$ cat config.mk
export PLATFORM = sky130hd
export DESIGN_NAME = frame_tx_flat
export DESIGN_NICKNAME = d
export VERILOG_FILES = /design/src/rtl/frame_tx_if.sv /design/src/rtl/frame_tx.sv /design/src/flat_wrapper.sv
export SDC_FILE = /design/constraint.sdc
export NUM_CORES = 1
export LEC_CHECK = 0
export ABC_AREA = 1
export CELL_PAD_IN_SITES_DETAIL_PLACEMENT = 0
export CELL_PAD_IN_SITES_GLOBAL_PLACEMENT = 2
export CORE_ASPECT_RATIO = 0.75
export CORE_UTILIZATION = 38
export CTS_CLUSTER_DIAMETER = 100
export CTS_CLUSTER_SIZE = 24
export DETAILED_ROUTE_END_ITERATION = 16
export HOLD_SLACK_MARGIN = 0.05
export PLACE_DENSITY_LB_ADDON = 0.1
export SLEW_MARGIN = 0
export SYNTH_ARGS = -nofsm -noshare
export SYNTH_HDL_FRONTEND = slang
export SYNTH_SLANG_ARGS = --single-unit
$ cat constraint.sdc
create_clock -name clk -period 3.1 [get_ports clk]
set_clock_uncertainty 0.1 [all_clocks]
set_input_delay 0.465 -clock clk [delete_from_list [all_inputs] [get_ports clk]]
set_output_delay 0.465 -clock clk [all_outputs]
set_load 0.02 [all_outputs]
$ cat src/rtl/frame_tx_if.sv
// Handshake and serial-output bundle for frame_tx.
// master drives strobe and payload; slave is the transmitter.
interface frame_tx_if #(
  parameter int unsigned DATA_W = 8
);
  logic              strb;
  logic [DATA_W-1:0] din;
  logic              din_valid;
  logic              din_ready;
  logic              sdo;
  logic              sdo_en;
  logic              underrun;
  logic              frame_err;
  logic              lock;

  modport master (
    output strb, din, din_valid,
    input  din_ready, sdo, sdo_en, underrun, frame_err, lock
  );

  modport slave (
    input  strb, din, din_valid,
    output din_ready, sdo, sdo_en, underrun, frame_err, lock
  );
endinterface

$ cat src/rtl/frame_tx.sv
// Strobe-triggered MSB-first serial frame transmitter with strobe period lock detection.
// Optional trailing even-parity bit when FRAME_PARITY_EN is defined.
module frame_tx #(
  parameter int unsigned FRAME_LEN = 256,
  parameter int unsigned DATA_W    = 8
) (
  input logic       clk,
  input logic       rst_n,
  frame_tx_if.slave bus
);

  localparam int unsigned CntW = (DATA_W > 1) ? $clog2(DATA_W) : 1;

  typedef enum logic [1:0] {
    StIdle,
    StShift
`ifdef FRAME_PARITY_EN
    , StPar
`endif
  } state_e;

  state_e            state_q, state_d;
  logic              strb_d;
  logic              armed_q;
  logic [DATA_W-1:0] hold_q;
  logic              hold_full_q;
  logic [DATA_W-1:0] shift_q, shift_d;
  logic [CntW-1:0]   bcnt_q, bcnt_d;
  logic [15:0]       per_cnt_q;
  logic              first_q;
  logic [1:0]        good_q;
  logic              lock_q;
  logic              underrun_q;
  logic              frame_err_q;
  logic              start;
  logic              load;
  logic              accept;
  logic              period_ok;
  logic              sdo;
  logic              sdo_en;
`ifdef FRAME_PARITY_EN
  logic              par_q;
`endif

  // armed_q masks the first clock after reset so a strobe already high is not an edge.
  assign start     = bus.strb & ~strb_d & armed_q;
  assign accept    = bus.din_valid & ~hold_full_q;
  assign period_ok = (per_cnt_q == 16'(FRAME_LEN));

  always_comb begin
    state_d = state_q;
    shift_d = shift_q;
    bcnt_d  = bcnt_q;
    load    = 1'b0;
    sdo     = 1'b0;
    sdo_en  = 1'b0;
    unique case (state_q)
      StIdle: begin
        if (start) begin
          state_d = StShift;
          load    = 1'b1;
          shift_d = hold_full_q ? hold_q : '0;
          bcnt_d  = CntW'(DATA_W - 1);
        end
      end
      StShift: begin
        sdo     = shift_q[DATA_W-1];
        sdo_en  = 1'b1;
        shift_d = shift_q << 1;
        bcnt_d  = bcnt_q - 1'b1;
        if (bcnt_q == '0) begin
`ifdef FRAME_PARITY_EN
          state_d = StPar;
`else
          state_d = StIdle;
`endif
        end
      end
`ifdef FRAME_PARITY_EN
      StPar: begin
        sdo     = par_q;
        sdo_en  = 1'b1;
        state_d = StIdle;
      end
`endif
      default: state_d = StIdle;
    endcase
  end

  always_ff @(posedge clk or negedge rst_n) begin
    if (!rst_n) begin
      state_q     <= StIdle;
      shift_q     <= '0;
      bcnt_q      <= '0;
      strb_d      <= 1'b0;
      armed_q     <= 1'b0;
      underrun_q  <= 1'b0;
      frame_err_q <= 1'b0;
    end else begin
      state_q     <= state_d;
      shift_q     <= shift_d;
      bcnt_q      <= bcnt_d;
      strb_d      <= bus.strb;
      armed_q     <= 1'b1;
      underrun_q  <= load & ~hold_full_q;
      frame_err_q <= start & (state_q != StIdle);
    end
  end

`ifdef FRAME_PARITY_EN
  always_ff @(posedge clk or negedge rst_n) begin
    if (!rst_n) begin
      par_q <= 1'b0;
    end else if (load) begin
      par_q <= ^shift_d;
    end
  end
`endif

  // A load can only coincide with an accept when hold was empty, so accept wins.
  always_ff @(posedge clk or negedge rst_n) begin
    if (!rst_n) begin
      hold_q      <= '0;
      hold_full_q <= 1'b0;
    end else if (accept) begin
      hold_q      <= bus.din;
      hold_full_q <= 1'b1;
    end else if (load) begin
      hold_full_q <= 1'b0;
    end
  end

  always_ff @(posedge clk or negedge rst_n) begin
    if (!rst_n) begin
      per_cnt_q <= '0;
      first_q   <= 1'b1;
      good_q    <= '0;
    end else if (start) begin
      per_cnt_q <= 16'd1;
      first_q   <= 1'b0;
      if (!first_q) begin
        if (!period_ok) begin
          good_q <= '0;
        end else if (good_q != 2'd2) begin
          good_q <= good_q + 2'd1;
        end
      end
    end else if (per_cnt_q != 16'hFFFF) begin
      per_cnt_q <= per_cnt_q + 16'd1;
    end
  end

  always_ff @(posedge clk or negedge rst_n) begin
    if (!rst_n) begin
      lock_q <= 1'b0;
    end else if (start && !first_q && !period_ok) begin
      lock_q <= 1'b0;
    end else if (good_q == 2'd2) begin
      lock_q <= 1'b1;
    end
  end

  assign bus.din_ready = ~hold_full_q;
  assign bus.sdo       = sdo;
  assign bus.sdo_en    = sdo_en;
  assign bus.underrun  = underrun_q;
  assign bus.frame_err = frame_err_q;
  assign bus.lock      = lock_q;

endmodule

$ cat src/flat_wrapper.sv
// flat-port wrapper written by rule: the top's interface ports become plain ports
module frame_tx_flat 
#(
  parameter int unsigned FRAME_LEN = 256,
  parameter int unsigned DATA_W    = 8
)
  (clk, rst_n, bus_strb, bus_din, bus_din_valid, bus_din_ready, bus_sdo, bus_sdo_en, bus_underrun, bus_frame_err, bus_lock);
  frame_tx_if #(.DATA_W(DATA_W)) bus_i ();
  input logic clk;
  input logic rst_n;
  input wire logic [$bits(bus_i.strb)-1:0] bus_strb;
  input wire logic [$bits(bus_i.din)-1:0] bus_din;
  input wire logic [$bits(bus_i.din_valid)-1:0] bus_din_valid;
  output wire logic [$bits(bus_i.din_ready)-1:0] bus_din_ready;
  output wire logic [$bits(bus_i.sdo)-1:0] bus_sdo;
  output wire logic [$bits(bus_i.sdo_en)-1:0] bus_sdo_en;
  output wire logic [$bits(bus_i.underrun)-1:0] bus_underrun;
  output wire logic [$bits(bus_i.frame_err)-1:0] bus_frame_err;
  output wire logic [$bits(bus_i.lock)-1:0] bus_lock;
  assign bus_i.strb = bus_strb;
  assign bus_i.din = bus_din;
  assign bus_i.din_valid = bus_din_valid;
  assign bus_din_ready = bus_i.din_ready;
  assign bus_sdo = bus_i.sdo;
  assign bus_sdo_en = bus_i.sdo_en;
  assign bus_underrun = bus_i.underrun;
  assign bus_frame_err = bus_i.frame_err;
  assign bus_lock = bus_i.lock;
  frame_tx #(.FRAME_LEN(FRAME_LEN), .DATA_W(DATA_W)) u_core (.clk(clk), .rst_n(rst_n), .bus(bus_i));
endmodule
==> impl_metrics.toml <==
[timing]
max_slew_margin_pct = 32.8
finalCritPeriodShare_pct = 71.4
rsz0062_at_grt = "no"
period_needed_ns = 2.21
fmax_mhz = 452
whs_ns = 0.237
worst_pin_slew_ns = 1.01
tns_ns = 0
finalSetupViolCount = 0
layout_setup_ws_ns = 0.886
slew_viol_final = 0
final-hold-violation-count = 0

[power]
pwr-share-clk_pct = 22.6
p_total_mw = 1.74
power-per-cell-area_mw_per_mm2 = 660
switching_share_pct = 33.1
p_leak_nw = 1.29
vdd_drop_max_uv = 362
power_frac_seq_pct = 51.1
power.switching_mw = 0.576
p_comb_share_pct = 26.2
power.internal_mw = 1.17

[final_layout]
multi_input_area_sq_mm = 0.00103
final_nets = 305
final_cell_area_sq_mm = 0.00264
final_cells = 367
n_fill_cell = 585
area_growth_pct = 14.7
drive_above_1_share_pct = 17.6
n_antenna_cell = 0
seq_area_sq_mm = 0.00113
postLayoutCoreUtil_pct = 45.3

[synth]
synth_top_family_by_area = "simple AND/OR/NAND/NOR gates"
netlist_instances = 268
synth-compound-area-share_pct = 3.43
synth_common_cells = "66 x nand2_1, 44 x dfrtp_1, 28 x nand3_1, 28 x nor2_1, 27 x inv_1"
synth_adder_area_share_pct = 2.72
synth_top_cell_by_area = "dfrtp_1"
synth.net_count = 285
yosysUniqueCellTypes = 31
synth_edf_count = 0
yosys.area_share.simple_pct = 33.6
synth.most_common_cell = "nand2_1"
synth.area.mux_share_pct = 3.92
synth_top_area_share_pct = 47.9
syn-cell-area_sq_mm = 0.00230
async_reset_ff_share_pct = 100
ys_top_cells_by_area = "dfrtp_1 48%, nand2_1 11%, nand3_1 6.1%"
syn_area_per_cell_sq_um = 8.58
ys.flop_type = "dfrtp_1"
yosys_warnings = 0
yosysSeqAreaShare_pct = 49.0
ys_seq_elements = 45
synth_xor_area_share_pct = 0.762

[clock_network]
cts.sinks = 45
path_clk_slew_ns = 0.08
cts_resized = 0
postCtsHoldBufs = 0
postCtsSetupRepairBufs = 0
cts_htree_levels = 2
cts_buffer_depth = 2
insertion_delay_ns = 0.29
cts_tree = "yes"
cts_buffers = 5
root_buffer = "clkbuf_8"

[hold_path]
min_path_type = "in2async"

[routing]
drc_errors = 0
drt_iter0_markers = 106
drt_first_pass_iters = 4
vias = 1736
drtAntennaViolNets = 0
via_per_inst = 4.73
drt_wl_total_um = 4680
post_drt_wl_per_cell_um = 12.8

[placed_design]
gp_congestion = 0.782
post_dp_cell_area_sq_mm = 0.00254
place.port_buffers = 17
hpwl_um = 3400
place_ws_ns = 0.969
dp.cells = 359

[floorplan]
num_io_pins = 18
row_count = 24
die_area_sq_mm = 0.00637
start_util_pct = 39.5
die_w_um = 91.8
core_area_sq_mm = 0.00583
fp.dieH_um = 69.4

[worst_setup_path]
cp.required_ns = 2.53
cp.arrival_ns = 1.65
critical-path-slowest-cell = "dfrtp_1"
crit_fanout = 13
r2r_slack_ns = 1.35
startpoint_type = "flip-flop"
worst_r2r_path_depth = 8
critPathBufInv = 2
cp_cell_sequence = "nand2_1, inv_1, clkdlybuf4s50_1"
worst_path_largest_cell_delay_ns = 0.61
path_class = "reg2out"
crit_family = "buffers and inverters"
end_kind = "output pin"
cp_num_cells = 3

[global_routing]
grt_remaining_overflow = 0
grt_first_pass_wirelength_um = 8400
track_usage_pct = 17.1
grt_pass1_vias = 1656
grt_max_degree = 46
antenna_found_initial = 0

[status]
outcome = "complete, no violations"

[job]
max_cap_viol_count = 0
[flip-flops by register name, summed over array words and instances (netlist names)]
register	count
u_core.armed_q	1
u_core.good_q	2
u_core.hold_full_q	1
u_core.state_q	1
u_core.strb_d	1
u_core.bcnt_q	3
u_core.first_q	1
u_core.bus.frame_err	1
u_core.bus.underrun	1
u_core.shift_q	8
u_core.bus.lock	1
u_core.hold_q	8
u_core.per_cnt_q	16
[cell families after synthesis]
| group | after synthesis |
|---|---|
| buf+inv | 35 |
| simple gates | 159 |
| other cells | 1 |
| xor+xnor | 2 |
| compound gates | 13 |
| mux | 8 |
| flops | 45 |
| fa+ha+maj | 5 |
[layer usage]
layer	track usage, %	vias up	routed length, um
met5	0	-	0
met4	4.17	0	40
met3	3.62	4	266
met2	21.9	35	1800
met1	28.4	805	2580
li1	-	892	-
[final timing paths]
check | end | from
min in group clk | u_core.bus.underrun$_DFF_PN0_ | u_core.hold_full_q$_DFFE_PN0P_
hold reg to reg | u_core.bus.underrun$_DFF_PN0_ | u_core.hold_full_q$_DFFE_PN0P_
setup reg to reg | u_core.per_cnt_q[0]$_DFFE_PN0P_ | u_core.per_cnt_q[0]$_DFFE_PN0P_
hold / removal | u_core.per_cnt_q[6]$_DFFE_PN0P_ | rst_n
max in group asynchronous | u_core.per_cnt_q[1]$_DFFE_PN0P_ | rst_n
setup / recovery | bus_sdo | u_core.state_q[0]$_DFFE_PN0P_
[layout make-up]
type / instances / share of cell area (%)
clock buffer: 7 / 3.65
clock inverter: 1 / 0.190
inverter: 31 / 4.60
multi-input combinational: 188 / 38.9
sequential: 45 / 42.7
tap: 78 / 3.70
timing repair buffer: 17 / 6.26
[cells in the final DEF (no fill, tap or decap), types with 5 or more instances in the layout]
| master | synthesis | final |
|---|---|---|
| clkbuf_8 | 0 | 7 |
| clkdlybuf4s50_1 | 0 | 16 |
| dfrtp_1 | 44 | 44 |
| ha_1 | 5 | 5 |
| inv_1 | 27 | 27 |
| mux2_2 | 8 | 8 |
| nand2_1 | 66 | 66 |
| nand2_2 | 15 | 15 |
| nand3_1 | 28 | 28 |
| nand4_1 | 7 | 7 |
| nor2_1 | 28 | 28 |
| o21ai_0 | 8 | 8 |
[power groups by stage]
stage	registers [mW]	logic [mW]	clock network, mW
after floorplan	0.857	0.347	0
after global placement	0.901	0.457	0
after detailed placement	0.903	0.463	0
after CTS	0.892	0.464	0.411
after global routing	0.918	0.537	0.433
final	0.890	0.457	0.394
(Power assumes the default switching activity.)
